--- config.mk ---
export PLATFORM = sky130hd
export DESIGN_NAME = fifobram_queue
export DESIGN_NICKNAME = d
export VERILOG_FILES = /design/src/rtl/fifobram_queue_pkg.sv /design/src/rtl/fifobram_queue_sdp_bram.sv /design/src/rtl/fifobram_queue.sv
export SDC_FILE = /design/constraint.sdc
export NUM_CORES = 1
export LEC_CHECK = 0
export ABC_AREA = 1
export ABC_CLOCK_PERIOD_IN_PS = 3570
export BUFFER_PORTS_ARGS = -buffer_cell sky130_fd_sc_hd__clkbuf_2
export CORE_MARGIN = 2
export CORE_UTILIZATION = 25
export DETAILED_ROUTE_END_ITERATION = 7
export HOLD_SLACK_MARGIN = 0.1
export MAX_ROUTING_LAYER = met4
export SYNTH_ARGS = -nofsm -noshare
export SYNTH_HDL_FRONTEND = slang
export SYNTH_SLANG_ARGS = --single-unit
--- constraint.sdc ---
create_clock -name clk -period 3.57 [get_ports clk]
set_input_delay 0.714 -clock clk [delete_from_list [all_inputs] [get_ports clk]]
set_output_delay 0.714 -clock clk [all_outputs]
set_load 0.02 [all_outputs]
--- src/rtl/fifobram_queue_pkg.sv ---
// fifobram_queue_pkg: shared FIFO sizing constants and parameter legality check
package fifobram_queue_pkg;
  localparam int FIFO_DEFAULT_LOG2_DEPTH = 5;
  localparam int PREFETCH_SIZE = 16;
  localparam int FIFO_ALMOSTFULL_SLACK = PREFETCH_SIZE;
  function automatic bit fifo_params_ok(int log2_depth, int slack, int lat);
    return slack > 0 && slack < (1 << log2_depth) && (lat == 1 || lat == 2);
  endfunction
endpackage

--- src/rtl/fifobram_queue_sdp_bram.sv ---
// pipearch_sdp_bram: simple dual-port block RAM with registered read port
module pipearch_sdp_bram #(
  parameter int WIDTH = 32,
  parameter int LOG2_DEPTH = 5
) (
  input  logic                  clk,
  input  logic                  reset,
  input  logic                  we_i,
  input  logic [LOG2_DEPTH-1:0] waddr_i,
  input  logic [WIDTH-1:0]      wdata_i,
  input  logic                  re_i,
  input  logic [LOG2_DEPTH-1:0] raddr_i,
  output logic [WIDTH-1:0]      rdata_o
);
  logic [WIDTH-1:0] mem [2**LOG2_DEPTH];
  logic [WIDTH-1:0] rdata_q;
  assign rdata_o = rdata_q;
  // write port; storage is never cleared
  always_ff @(posedge clk) begin
    if (we_i) mem[waddr_i] <= wdata_i;
  end
  // registered read port holds its value between reads
  always_ff @(posedge clk) begin
    if (reset) rdata_q <= '0;
    else if (re_i) rdata_q <= mem[raddr_i];
  end
endmodule

--- src/rtl/fifobram_queue.sv ---
// fifobram_queue: BRAM-backed FIFO with latency, flush and sticky error flags
module fifobram_queue
  import fifobram_queue_pkg::*;
#(
  parameter int WIDTH = 32,
  parameter int LOG2_DEPTH = FIFO_DEFAULT_LOG2_DEPTH,
  parameter int ALMOSTFULL_SLACK = FIFO_ALMOSTFULL_SLACK,
  parameter int READ_LATENCY = 1
) (
  input  logic                  clk,
  input  logic                  reset,
  input  logic                  clear,
  input  logic                  we,
  input  logic [WIDTH-1:0]      wdata,
  input  logic                  re,
  output logic [WIDTH-1:0]      rdata,
  output logic                  rvalid,
  output logic                  almostfull,
  output logic                  full,
  output logic                  empty,
  output logic [LOG2_DEPTH:0]   count,
  output logic                  overflow,
  output logic                  underflow
);
  localparam int DEPTH = 2**LOG2_DEPTH;
  localparam logic [LOG2_DEPTH:0] DEPTH_C = (LOG2_DEPTH+1)'(DEPTH);
  localparam logic [LOG2_DEPTH:0] AF_C = (LOG2_DEPTH+1)'(DEPTH - ALMOSTFULL_SLACK);
  if (!fifo_params_ok(LOG2_DEPTH, ALMOSTFULL_SLACK, READ_LATENCY)) begin : g_bad_params
    $error("fifobram_queue: illegal ALMOSTFULL_SLACK or READ_LATENCY");
  end
  logic [LOG2_DEPTH-1:0]   wptr_q, wptr_d, rptr_q, rptr_d;
  logic [LOG2_DEPTH:0]     count_q, count_d;
  logic                    ovf_q, ovf_d, unf_q, unf_d;
  logic [READ_LATENCY-1:0] vld_q, vld_d;
  logic                    wr_ok, rd_ok;
  logic [WIDTH-1:0]        bram_rdata;
  assign empty = count_q == '0;
  assign full = count_q == DEPTH_C;
  assign almostfull = count_q >= AF_C;
  assign count = count_q;
  assign overflow = ovf_q;
  assign underflow = unf_q;
  assign rvalid = vld_q[READ_LATENCY-1];
  // acceptance, pointer/count update and sticky flags; clear overrides requests
  always_comb begin
    wr_ok = we && !full && !clear;
    rd_ok = re && !empty && !clear;
    wptr_d = clear ? '0 : wptr_q + LOG2_DEPTH'(wr_ok);
    rptr_d = clear ? '0 : rptr_q + LOG2_DEPTH'(rd_ok);
    count_d = clear ? '0 : count_q + (LOG2_DEPTH+1)'(wr_ok) - (LOG2_DEPTH+1)'(rd_ok);
    ovf_d = !clear && (ovf_q || (we && full));
    unf_d = !clear && (unf_q || (re && empty));
    vld_d = clear ? '0 : READ_LATENCY'({vld_q, rd_ok});
  end
  // state registers
  always_ff @(posedge clk) begin
    if (reset) begin
      wptr_q <= '0;
      rptr_q <= '0;
      count_q <= '0;
      ovf_q <= 1'b0;
      unf_q <= 1'b0;
      vld_q <= '0;
    end else begin
      wptr_q <= wptr_d;
      rptr_q <= rptr_d;
      count_q <= count_d;
      ovf_q <= ovf_d;
      unf_q <= unf_d;
      vld_q <= vld_d;
    end
  end
  pipearch_sdp_bram #(.WIDTH(WIDTH), .LOG2_DEPTH(LOG2_DEPTH)) u_bram (
    .clk(clk),
    .reset(reset),
    .we_i(wr_ok),
    .waddr_i(wptr_q),
    .wdata_i(wdata),
    .re_i(rd_ok),
    .raddr_i(rptr_q),
    .rdata_o(bram_rdata)
  );
  if (READ_LATENCY == 2) begin : g_lat2
    logic [WIDTH-1:0] rdata_q;
    // extra output stage loads only when the BRAM stage holds a valid word
    always_ff @(posedge clk) begin
      if (reset) rdata_q <= '0;
      else if (vld_q[0]) rdata_q <= bram_rdata;
    end
    assign rdata = rdata_q;
  end else begin : g_lat1
    assign rdata = bram_rdata;
  end
endmodule

==> qor.yml, run 1 <==
coreArea_mm2: 0.178
reg2reg_slack_ns: 0.97
layout-drive-gt1-share: 0.0868
clock-sinks: 1075
ys_seq_area_frac: 0.709
cts_setup_buffers: 0
hp-class: "primary input to flop"
final_nets: 4286
end_kind: "flop"
clk_latency_ns: 0.71
ys_types: 20
pre_cts_ws_ns: 0.872
min_period_ns: 2.60
wl_um: 123000
htree_levels: 3
drv_slew: 0
die_h_um: 427
relSlewSlack: 0.216
grt_pass1_vias: 28100
firstDrtPassIters: 5
power.density_mw_per_mm2: 508
gr-usage-all-layers: 0.136
p_total_mw: 26.3
wl_per_cell_um: 18.4
cap_violations: 0
max_freq_mhz: 384
io_pins: 81
critPathKind: "flop to flop"
startpoint: "count[3]"
required_ns: 4.20
postRouteAntennaNets: 0
start_util: 0.251
drcViolationCount: 0
worst-path-max-fanout: 3
num_vias: 29600
synth.cell_area_mm2: 0.0448
worstSetupStartpointType: "flop"
die_x_um: 427
syn_inst: 4169
worst_pin_slew_ns: 1.18
drt_iter0_drc: 2901
rsz0062_at_grt: "no"
dieArea_mm2: 0.183
cts-buffers-inserted: 105
reg2reg_to: "count[4]"
antenna_found_initial: 5
cellLeakagePower_nw: 19.6
critPathCapture: "count[4]"
postCtsHoldBufs: 0
grt_max_degree: 129
fin_crit_sh: 0.730
setup_ws_ns: 0.965
cts_max_path_buffers: 3
grt_pass1_wl_um: 183000
post-dp-hpwl_um: 69800
portBuffers: 80
syn_nets: 4220
gr-total-overflow: 0
r2r_cells: 18
rows: 155
synth-seq-cells: 1075
cts_tree: "done"
setup_tns_ns: 0
vdd_ir_drop_max_uv: 339
status: "finished, final reports clean"
clock_skew_ns: 0.0301
cp_data_arrival_time_ns: 3.23
r2r_start: "count[3]"
vias_per_cell: 4.43
finalSetupViolCount: 0
globalplace.congestion: 0.832
root_buffer: "clkbuf_16"
ctsResizeCount: 0
hold_viol: 0
min_from: "we"
cts.clk_slew.worst_paths_ns: 0.06
ys_warn_count: 0
syn_to_final_growth_pct: 15.6
syn_avg_cell_area_um2: 10.7
-- worst max-delay path, stage by stage, from the launching register on --
cell	delay, ns
dfxtp_1	0.33
inv_1	0.08
ha_1	0.16
nand3_1	0.08
nor2_1	0.19
inv_1	0.08
nand3_2	0.08
inv_2	0.04
ha_1	0.26
inv_1	0.04
ha_1	0.21
fa_1	0.41
nand2_1	0.08
inv_1	0.05
nor2_1	0.09
nor2_1	0.05
nor2_1	0.11
o21ai_0	0.09
a21oi_1	0.12
-- power breakdown --
part           internal [mW]  total, mW  switching, mW
clock                   5.99       10.7           4.74
sequential              13.9       14.0         0.0582
combinational          0.400       1.60           1.20
-- state kept, by name (all words and copies together), names as in the netlist --
register and count:
overflow 1, u_bram.rdata_o 32, count 6, wptr_q 5, u_bram.mem 1024, rptr_q 5
rvalid 1, underflow 1
-- worst min-delay path by stage --
| stage | slack (ns) | end | cells after the start |
|---|---|---|---|
| floorplan | 0.51 | wptr_q[4] | 2 |
| global placement | 0.44 | overflow | 2 |
| detailed placement | 0.45 | underflow | 2 |
| CTS | 0.22 | overflow | 3 |
| global route | 0.25 | overflow | 3 |
| finish | 0.26 | overflow | 3 |
-- through the flow --
stage | utilization | cell area (um^2) | hold WS (ns) | std cells
final | 0.291 | 51800 | 0.264 | 6682
after global routing | 0.291 | 51800 | 0.247 | 6681
after CTS | 0.291 | 51800 | 0.222 | 6677
after detailed placement | 0.272 | 48500 | 0.446 | 6483
after global placement | 0.272 | 48500 | 0.442 | 6483
after floorplan | - | 44800 | 0.510 | 4169
-- cell type report --
cell class              instances  area, um^2
multi-input cells            2418       10400
well taps                    2355        2950
diodes                          5        12.5
fillers                     18100      126000
clock buffers                 132        2810
flip-flops and latches       1075       31800
repair buffers                181        1610
clock inverters                62         475
inverters                     454        1720
-- cell usage in the layout (no fill, tap or decap), types with 2 or more instances in the layout --
cell type,instances
clkbuf_1,20
a21oi_1,108
clkbuf_16,106
diode_2,5
ha_1,13
dfxtp_1,47
clkinv_2,25
inv_1,446
inv_2,2
nor2_4,32
clkbuf_8,6
clkinvlp_4,2
nand2_1,1388
edfxtp_1,1024
nor2_1,209
nand3_1,622
o21ai_0,41
inv_8,2
buf_12,36
dfxtp_4,3
bufinv_16,6
inv_6,5
clkinv_8,2
clkbuf_2,80
buf_4,65
clkinv_1,26
-- cells in the mapped netlist --
library cell / instances / area share
buf_6: 15 / 0.0038
buf_2: 93 / 0.010
ha_1: 13 / 0.0036
clkbuf_1: 64 / 0.0054
inv_1: 451 / 0.038
nand4_1: 1 / 0.00014
a21oi_1: 108 / 0.012
edfxtp_1: 1024 / 0.69
nor2_1: 241 / 0.020
buf_1: 27 / 0.0023
xnor2_1: 1 / 0.00020
clkinv_1: 2 / 0.00017
dfxtp_1: 51 / 0.023
nand2_1: 1389 / 0.12
inv_2: 1 / 0.000084
buf_8: 1 / 0.00033
fa_1: 1 / 0.00045
nand3_1: 623 / 0.070
o21ai_0: 41 / 0.0046
buf_4: 22 / 0.0037
-- layer usage --
metal  GRT usage  up-vias  part of all wire
met5           -        -                 0
met4      0.0411        0             0.026
met3      0.0186      171             0.063
met2       0.228      969              0.50
met1       0.171    14500              0.41
li1            -    13900                 -
-- cell families (layout without fill, tap and decap cells) --
| kind of cell | after synthesis | count (layout) | share of synthesized area |
|---|---|---|---|
| other cells | 0 | 5 | 0 |
| simple gates | 2254 | 2254 | 0.206 |
| flops | 1075 | 1075 | 0.709 |
| fa+ha+maj | 14 | 14 | 0.00408 |
| compound gates | 149 | 149 | 0.0166 |
| xor+xnor | 1 | 1 | 0.000195 |
| buf+inv | 676 | 829 | 0.0638 |
No activity file was read; power rests on OpenSTA's default activity.
==> run 2: changes to the inputs <==
ABC_AREA = 0   (was 1)
ABC_CLOCK_PERIOD_IN_PS = 2500   (was 3570)
clock period = 2.5 ns   (was 3.57 ns; I/O delays follow)
==> run 2 against run 1 <==
Effect of this change:
- clock skew grew 0.0050 ns
- clock-buffer cell count increased by 1
- critical path depth shrank 9
- global-route usage fell by 0.91 points
- combinational power up 57%
- synthesized area is 8.9% lower
- routed wire length is 14% lower
- via count down 31%
- synthesized cell count down 53%
- worst hold slack better by 0.090 ns
- die area down 8.8%
- clock power rose by 52%
==> qor.yml, run 2 <==
startpoint: "count[2]"
clk_latency_ns: 0.72
synth-seq-cells: 1075
wl_met2_um: 51500
p_total_mw: 38.8
r2r_cells: 9
clock_skew_ns: 0.0351
worstSetupStartpointType: "flop"
cts_tree: "done"
path_cells: "inv_4 -> ha_4 -> nor4bb_4 -> nor3b_2 -> buf_4 -> or3b_4 -> nor2_4 -> buf_12 -> buf_12"
post-dp-hpwl_um: 61800
worst-path-max-fanout: 15
crit_path_max_incr_delay_ns: 0.53
clock-sinks: 1075
io_pins: 81
grt_pass1_vias: 20800
rsz0062_at_grt: "yes"
num_vias: 20400
grt_pass1_wl_um: 150000
synth.cell_area_mm2: 0.0408
placed_cells: 4263
vias_per_cell: 4.56
start_util: 0.251
layout_common_cells: "edfxtp_1, mux2i_1, mux4_2"
syn_nets: 2008
largest_reg_flops: 1024
vdd_ir_drop_max_uv: 561
postRouteAntennaNets: 0
setup_tns_ns: 0
ys_seq_area_frac: 0.778
min_period_ns: 2.47
largest-register: "u_bram.mem"
end_kind: "flop"
root_buffer: "clkbuf_16"
cts-buffers-inserted: 103
p_switching_mw: 8.34
firstDrtPassIters: 7
drt_iter0_drc: 1782
final_common_cell: "edfxtp_1"
relSlewSlack: 0.324
synth_ff_type: "edfxtp_1"
yosys.cell_count.top_type: "edfxtp_1"
worstHoldPathCells: 4
die_x_um: 408
met1_length_um: 45300
design_area_mm2: 0.0498
fin_crit_sh: 0.990
gr-total-overflow: 0
worstHoldEndpoint: "count[0]"
hold_viol: 0
cts.clk_slew.worst_paths_ns: 0.07
cap_violations: 0
cts_max_path_buffers: 3
worst_pin_slew_ns: 1.01
htree_levels: 3
die_h_um: 408
p_clk_frac: 0.420
power_frac_seq: 0.516
finalSetupViolCount: 0
r2r_start: "count[2]"
final_nets: 2251
hp-class: "primary input to flop"
portBuffers: 80
combPwrFrac: 0.065
async_reset_ff_frac: 0
synth-edff-count: 1024
required_ns: 2.90
min_from: "clear"
yosysTopAreaCell: "edfxtp_1"
holdWs_ns: 0.354
critPathKind: "flop to flop"
ys_types: 46
grt_max_degree: 35
layout-drive-gt1-share: 0.286
globalplace.congestion: 0.742
dpl-instance-area_mm2: 0.0461
syn_avg_cell_area_um2: 20.9
p_int_mw: 30.5
cellLeakagePower_nw: 15.0
power.density_mw_per_mm2: 779
reg2reg_to: "u_bram.mem[12][18]"
wl_met3_um: 6180
syn_to_final_growth_pct: 22.0
wl_per_cell_um: 23.5
reg2reg_slack_ns: 0.03
final_cells: 4468
max_freq_mhz: 404
synth_area_leaders: "edfxtp_1, mux4_2, mux2i_1, dfxtp_1, o22a_1"
status: "finished, final reports clean"
ys_warn_count: 0
cp_data_arrival_time_ns: 2.87
crit_buf_inv: 4
wl_um: 105000
cpMaxStageDelayCell: "or3b_4"
rows: 148
yosys-top-cells-count: "edfxtp_1, mux2i_1, mux4_2"
maxUsedRoutingLayer: "met4"
drcViolationCount: 0
yosysTopAreaCellShare: 0.753
dieArea_mm2: 0.167
netSwitchingFraction: 0.215
drv_slew: 0
critical-path-top-delay-family: "simple AND/OR/NAND/NOR gates"
antenna_found_initial: 4
coreArea_mm2: 0.163
syn_inst: 1957
gr-usage-all-layers: 0.127
critPathMostFrequentCell: "buf_12"
-- run 2: cell count changes after synthesis, sizes merged, moves of 81 or more --
cell,delta
nor2,-185
a21oi,-81
nand3,-614
mux4,+160
buf,-100
inv,-442
nand2,-1366
mux2i,+169
-- run 2: worst min-delay path, cell delays in order --
cell      delay, ns
clkbuf_2       0.13
nor2_1         0.05
buf_4          0.18
and2_1         0.16
-- run 2: stage by stage --
stage / worst slack (ns) / util
2_1_floorplan: -0.296 / -
3_5_place_dp: 0.0239 / 0.284
6_report: 0.0259 / 0.307
5_1_grt: -0.0487 / 0.307
3_3_place_gp: 0.0125 / 0.284
4_1_cts: 0.0172 / 0.306
-- run 2: timing repair --
action,CTS,global route
buffers inserted,1,3
pin swaps,1,4
resized for setup,1,5
endpoints found under the hold margin,2,0
hold buffers,2,0
setup endpoints to repair,14,18
cloned,0,2
-- run 2: cell type report --
cell class / instances / area (um^2)
antenna: 3 / 7.51
clock buffer: 133 / 2820
clock inverter: 62 / 763
fill: 15700 / 113000
inverter: 10 / 42.5
multi-input combinational: 758 / 8860
sequential: 1075 / 31800
tap: 2175 / 2720
timing repair buffer: 252 / 2830
-- run 2: power groups by stage --
stage	Clock (mW)	Combinational (mW)	Sequential, mW
5_1_grt	17.3	2.71	20.0
3_5_place_dp	0	2.52	20.4
3_3_place_gp	0	2.50	20.4
4_1_cts	16.7	2.53	20.0
6_report	16.3	2.51	20.0
2_1_floorplan	0	1.40	20.5
-- run 2: per-layer routing --
layer  track usage  up-vias
met1         0.165    10900
met4        0.0361        0
li1              -     8727
met5             -        -
met3        0.0214      122
met2         0.205      629
-- run 2: logic make-up after synthesis --
family | count (synthesis) | share of synthesized area
buf+inv | 124 | 0.0148
fa+ha+maj | 14 | 0.00447
xor+xnor | 9 | 0.00193
flops | 1075 | 0.778
compound gates | 234 | 0.0456
mux | 352 | 0.137
simple gates | 149 | 0.0187
-- run 2: how the worst max path moves through the flow --
stage | cells past startpoint | endpoint | slack (ns)
2_1_floorplan | 6 | u_bram.mem[10][0] | -0.30
3_3_place_gp | 13 | count[4] | 0.01
3_5_place_dp | 8 | u_bram.mem[28][31] | 0.02
4_1_cts | 8 | u_bram.mem[28][16] | 0.02
5_1_grt | 13 | count[4] | -0.05
6_report | 9 | u_bram.mem[12][18] | 0.03
